--- config.mk ---
export PLATFORM = sky130hd
export DESIGN_NAME = uram_read_streamer
export DESIGN_NICKNAME = d
export VERILOG_FILES = /design/src/rtl/uram_read_streamer.sv
export SDC_FILE = /design/constraint.sdc
export NUM_CORES = 1
export LEC_CHECK = 0
export ABC_AREA = 0
export CORE_ASPECT_RATIO = 0.7
export CORE_MARGIN = 5
export CORE_UTILIZATION = 45
export DETAILED_ROUTE_END_ITERATION = 10
export GPL_ROUTABILITY_DRIVEN = 1
export HOLD_SLACK_MARGIN = 0.15
export PLACE_DENSITY = 0.72
export SYNTH_ARGS = -nofsm -noshare
export SYNTH_HDL_FRONTEND = slang
export SYNTH_SLANG_ARGS = --single-unit
export TNS_END_PERCENT = 5
--- constraint.sdc ---
create_clock -name clock -period 9.1 [get_ports clock]
set_clock_uncertainty 0.1 [all_clocks]
set_input_delay 2.73 -clock clock [delete_from_list [all_inputs] [get_ports clock]]
set_output_delay 2.73 -clock clock [all_outputs]
set_load 0.03 [all_outputs]
--- src/rtl/uram_read_streamer.sv ---
// uram_read_streamer: issues a burst of sequential reads to a 1-cycle-latency
// memory port and streams the returned words out through a 2-entry FIFO.
//
// Stream handshake: a word transfers on a rising edge where out_valid and
// out_ready are both high. out_valid depends only on FIFO occupancy (never on
// out_ready), and out_data/out_last stay stable while out_valid=1 and
// out_ready=0.
module uram_read_streamer #(
  parameter int DATA_WIDTH    = 64,
  parameter int ADDRESS_WIDTH = 12
) (
  input  logic                     clock,
  input  logic                     reset_n,
  input  logic                     start,
  input  logic [ADDRESS_WIDTH-1:0] base_addr,
  input  logic [ADDRESS_WIDTH:0]   length,
  output logic                     busy,
  output logic                     done,
  output logic [ADDRESS_WIDTH-1:0] raddr,
  input  logic [DATA_WIDTH-1:0]    dout,
  output logic                     out_valid,
  input  logic                     out_ready,
  output logic [DATA_WIDTH-1:0]    out_data,
  output logic                     out_last,
  output logic [1:0]               dbg_state
);

  typedef enum logic [1:0] {
    S_IDLE  = 2'd0,
    S_ISSUE = 2'd1,
    S_DRAIN = 2'd2
  } state_t;

  state_t                   r_state;
  state_t                   w_next_state;
  logic [ADDRESS_WIDTH-1:0] r_next_addr;
  logic [ADDRESS_WIDTH-1:0] r_last_addr;
  logic [ADDRESS_WIDTH:0]   r_remaining;
  logic                     r_inflight;
  logic                     r_inflight_last;
  logic                     r_done;
  logic [DATA_WIDTH-1:0]    r_fifo_data [2];
  logic [1:0]               r_fifo_last;
  logic                     r_rd_ptr;
  logic                     r_wr_ptr;
  logic [1:0]               r_count;

  logic w_handshake;
  logic w_issue;
  logic w_issue_last;
  logic w_start_burst;
  logic w_start_empty;
  logic w_has_room;

  assign out_valid     = (r_count != 2'd0);
  assign w_handshake   = out_valid & out_ready;
  assign w_start_burst = (r_state == S_IDLE) && start && (length != '0);
  assign w_start_empty = (r_state == S_IDLE) && start && (length == '0);
  // Buffered plus outstanding words must stay within the 2 FIFO slots; a pop
  // in the same cycle frees one slot for the read returning next cycle.
  assign w_has_room    = (({1'b0, r_count} + {2'b00, r_inflight}) < 3'd2);
  assign w_issue       = (r_state == S_ISSUE) && (w_has_room || w_handshake);
  assign w_issue_last  = w_issue && (r_remaining == (ADDRESS_WIDTH+1)'(1));

  // While not issuing, raddr holds the most recently issued address.
  assign raddr     = w_issue ? r_next_addr : r_last_addr;
  assign busy      = (r_state != S_IDLE);
  assign done      = r_done;
  assign out_data  = r_fifo_data[r_rd_ptr];
  assign out_last  = out_valid & r_fifo_last[r_rd_ptr];
  assign dbg_state = r_state;

  // State register.
  always_ff @(posedge clock) begin
    if (!reset_n) r_state <= S_IDLE;
    else          r_state <= w_next_state;
  end

  // Next-state logic: IDLE -> ISSUE on a non-empty start, ISSUE -> DRAIN after
  // the last read, DRAIN -> IDLE on the final word's handshake.
  always_comb begin
    w_next_state = r_state;
    case (r_state)
      S_IDLE:  if (w_start_burst) w_next_state = S_ISSUE;
      S_ISSUE: if (w_issue_last) w_next_state = S_DRAIN;
      S_DRAIN: if (w_handshake && out_last) w_next_state = S_IDLE;
      default: w_next_state = S_IDLE;
    endcase
  end

  // Read issue bookkeeping: address counter, words left, in-flight tag, done.
  always_ff @(posedge clock) begin
    if (!reset_n) begin
      r_next_addr     <= '0;
      r_last_addr     <= '0;
      r_remaining     <= '0;
      r_inflight      <= 1'b0;
      r_inflight_last <= 1'b0;
      r_done          <= 1'b0;
    end else begin
      if (w_start_burst) begin
        r_next_addr <= base_addr;
        r_remaining <= length;
      end else if (w_issue) begin
        r_last_addr <= r_next_addr;
        r_next_addr <= r_next_addr + ADDRESS_WIDTH'(1);
        r_remaining <= r_remaining - (ADDRESS_WIDTH+1)'(1);
      end
      r_inflight      <= w_issue;
      r_inflight_last <= w_issue_last;
      r_done          <= w_start_empty ||
                         ((r_state == S_DRAIN) && w_handshake && out_last);
    end
  end

  // 2-entry FIFO: capture memory data the cycle after each issued read.
  always_ff @(posedge clock) begin
    if (!reset_n) begin
      r_fifo_data[0] <= '0;
      r_fifo_data[1] <= '0;
      r_fifo_last    <= 2'b00;
      r_rd_ptr       <= 1'b0;
      r_wr_ptr       <= 1'b0;
      r_count        <= 2'd0;
    end else begin
      if (r_inflight) begin
        r_fifo_data[r_wr_ptr] <= dout;
        r_fifo_last[r_wr_ptr] <= r_inflight_last;
        r_wr_ptr              <= ~r_wr_ptr;
      end
      if (w_handshake) r_rd_ptr <= ~r_rd_ptr;
      r_count <= r_count + {1'b0, r_inflight} - {1'b0, w_handshake};
    end
  end

endmodule

==> metrics.txt <==
DP Area ~10000 um^2; Fin Setup TNS 0 ns; Yosys Warn Count 0; worst-case clock buffer depth 2; Final Max Slew Viols 0; gate count of the mapped netlist ~640; Synth area leaders edfxtp_1 49%, dfxtp_1 12%, and2_1 11%; Sw Share 0.298; P_int around 1.7 mW; ANT cells 0; Net Switching around 0.73 mW; P_leak 3.89 nW; Vias ~5400; minimum clock period ~7.6 ns; Setup-failing EPs final 0; detailed placement HPWL approximately 13000 um; clk root buf clkbuf_16; final wirelength between 15000 and 20000 um; Syn Nets about 740; Die ar. slightly above 20000 um^2; DR WL met3 approximately 900 um; worst setup path class input port to output pin; post-synthesis sequential area ratio 0.614; post-route setup slack between 1 and 1.5 ns; Wirelength per Cell between 15 and 20 um; CTS tree done; top cell type's share of synthesized area 0.489; worst min path class flip-flop to flip-flop; final hold vios 0; library cells used by synthesis 52; largest family of logic cells by synthesized area simple AND/OR/NAND/NOR gates; cell accounting for the most synthesized area edfxtp_1; CTS Buf Count 17; Main synth FF type edfxtp_1; setup bufs post-CTS 0; drt drc 0; FF/Latch Area slightly below 5000 um^2; Slew headroom 0.272; initial antenna violation count 0; largest net degree at the start of global routing 66; clock slew at reported path FFs ~0.06 ns; vias per cell slightly above 5; routed metal-1 wire length 8470 um; Mean Syn Cell Area ~12 um^2; Crit. End Element output pin; Final #Nets between 800 and 900; mux share of post-synthesis cell area 0.0944; I/O Pins 175; critical path fanouts, max 17; Synth Area in Compound Gates 0.0527; Skew-Pair Late Insertion Delay approximately 0.42 ns; CP required between 6 and 7 ns; Die X between 150 and 200 um; post-cts resize count 0; Comb power frac 0.278; gr usage total 0.184; max cap viols 0; area occupied by multi-input gates roughly 2900 um^2; GPL Wtd Cong 0.861; post-synthesis simple-gate area fraction 0.190; cell area power density between 200 and 250 nW/um^2; commonest non-fill, non-tap cell in the layout clkdlybuf4s50_1; Core ar. 17200 um^2; 1st-pass router iterations 4; vias in the first global route between 5000 and 6000; arrival time of the worst setup path between 4 and 5 ns; Hold Buf Count CTS 0; Synth-to-Final Area Change 33.0%; Synth Area in Adders 0.00796; Reg power frac 0.396; Fillers roughly 1300; share of cells above drive strength 1 0.144; top sig layer met4; CP Launch Type input port; final antenna-violating net count 0; initial DRC count 370; xor/xnor share of the synthesized area 0.0167; clock power share 0.326; pre-CTS WS ~1.5 ns; Async SR Flop Fraction 0; Max Freq 131 MHz; worst-margin pin slew 1.09 ns; first-pass GRT wire length 29200 um; worst vdd ir 135 uV; grt ovf 0; most frequent cells in the layout 174 x clkdlybuf4s50_1, 140 x and2_1, 128 x edfxtp_1; outcome complete, no violations; CTS sink count ~180; RSZ-0062 raised after global routing no; Synth Register Bits around 180; die height about 120 um; port bufs 174; design area about 10000 um^2; post-route clock period utilization 0.839; DR WL met2 ~8800 um; Max H-tree Level 4; Post-synth EDFFs around 130; Initial Utilization 0.458; row count 40; Mapped Area slightly below 8000 um^2
==> logic make-up (layout without fill, tap and decap cells) <==
logic type / after synthesis / count (layout)
adders and majority gates: 5 / 5
DFF: 177 / 177
buffers and inverters: 46 / 221
AOI/OAI and AO/OA: 61 / 61
muxes: 66 / 66
xor gates and xnor gates: 15 / 15
and+or+nand+nor: 268 / 268
==> cell type report <==
| type | count | share of cell area |
|---|---|---|
| timing repair buffer | 180 | 0.171 |
| clock buffer | 17 | 0.0407 |
| inverter | 9 | 0.00323 |
| sequential | 177 | 0.462 |
| clock inverter | 15 | 0.0219 |
| tap | 231 | 0.0277 |
| multi-input combinational | 415 | 0.274 |
==> Yosys cell counts (2+ instances only) <==
cell type,count
a211oi_1,2
a21oi_1,19
a221oi_1,2
a22oi_1,3
a31oi_1,4
a32o_1,2
and2_1,140
buf_2,6
buf_4,2
clkbuf_1,29
dfxtp_1,49
edfxtp_1,128
ha_1,5
inv_1,8
mux2_2,64
nand2_1,53
nand2b_1,4
nand3_1,5
nand3b_1,3
nand4_1,2
nor2_1,29
nor3_1,11
nor3b_1,2
nor4_1,6
nor4_2,2
o211ai_1,3
o21a_1,4
o21ai_0,12
or4_1,3
xnor2_1,9
xor2_1,6
==> metal layers <==
metal  global-route usage  vias up
met2                0.291      142
li1                     -     2583
met4               0.0694        0
met3               0.0454       26
met1                0.248     2601
met5                    0        -
==> state kept, by name (all words and copies together) (netlist names), named ones only <==
register and flops:
r_fifo_data 128, r_remaining 13, r_last_addr 12, r_next_addr 12, dbg_state 2, r_count 2
r_fifo_last 2, done 1, r_inflight 1, r_inflight_last 1, r_rd_ptr 1, r_wr_ptr 1
==> worst max-delay path, stage by stage <==
cell and delay [ns]:
clkdlybuf4s50_1 0.59, o21a_1 0.56, nand2_1 0.13, nand2_1 0.10, clkdlybuf4s50_1 0.69
==> final timing paths <==
check | from | to | slack (ns) | cells past startpoint
worst min register to register | r_inflight_last | r_fifo_last[0] | 0.39 | 1
worst max register to register | r_inflight | r_fifo_data[0][17] | 6.86 | 3
worst max-delay path | out_ready | raddr[0] | 1.46 | 5
worst min-delay path | r_inflight_last | r_fifo_last[0] | 0.39 | 1
==> power groups by stage <==
stage               combinational (mW)  clock [mW]  sequential (mW)
finish                           0.684       0.801            0.974
CTS                              0.691       0.819            0.975
global route                     0.727       0.854            0.982
detailed placement               0.687           0            0.992
floorplan                        0.439           0            0.968
global placement                 0.677           0            0.988
==> stage by stage <==
step	utilization	power (mW)	hold slack (ns)	instances
after CTS	0.609	2.49	0.393	1044
after detailed placement	0.570	1.68	0.368	1012
final	0.609	2.46	0.390	1044
after floorplan	-	1.41	0.342	638
after global placement	0.570	1.67	0.355	1012
after global routing	0.609	2.56	0.407	1044
No activity file was read; power rests on OpenSTA's default activity.
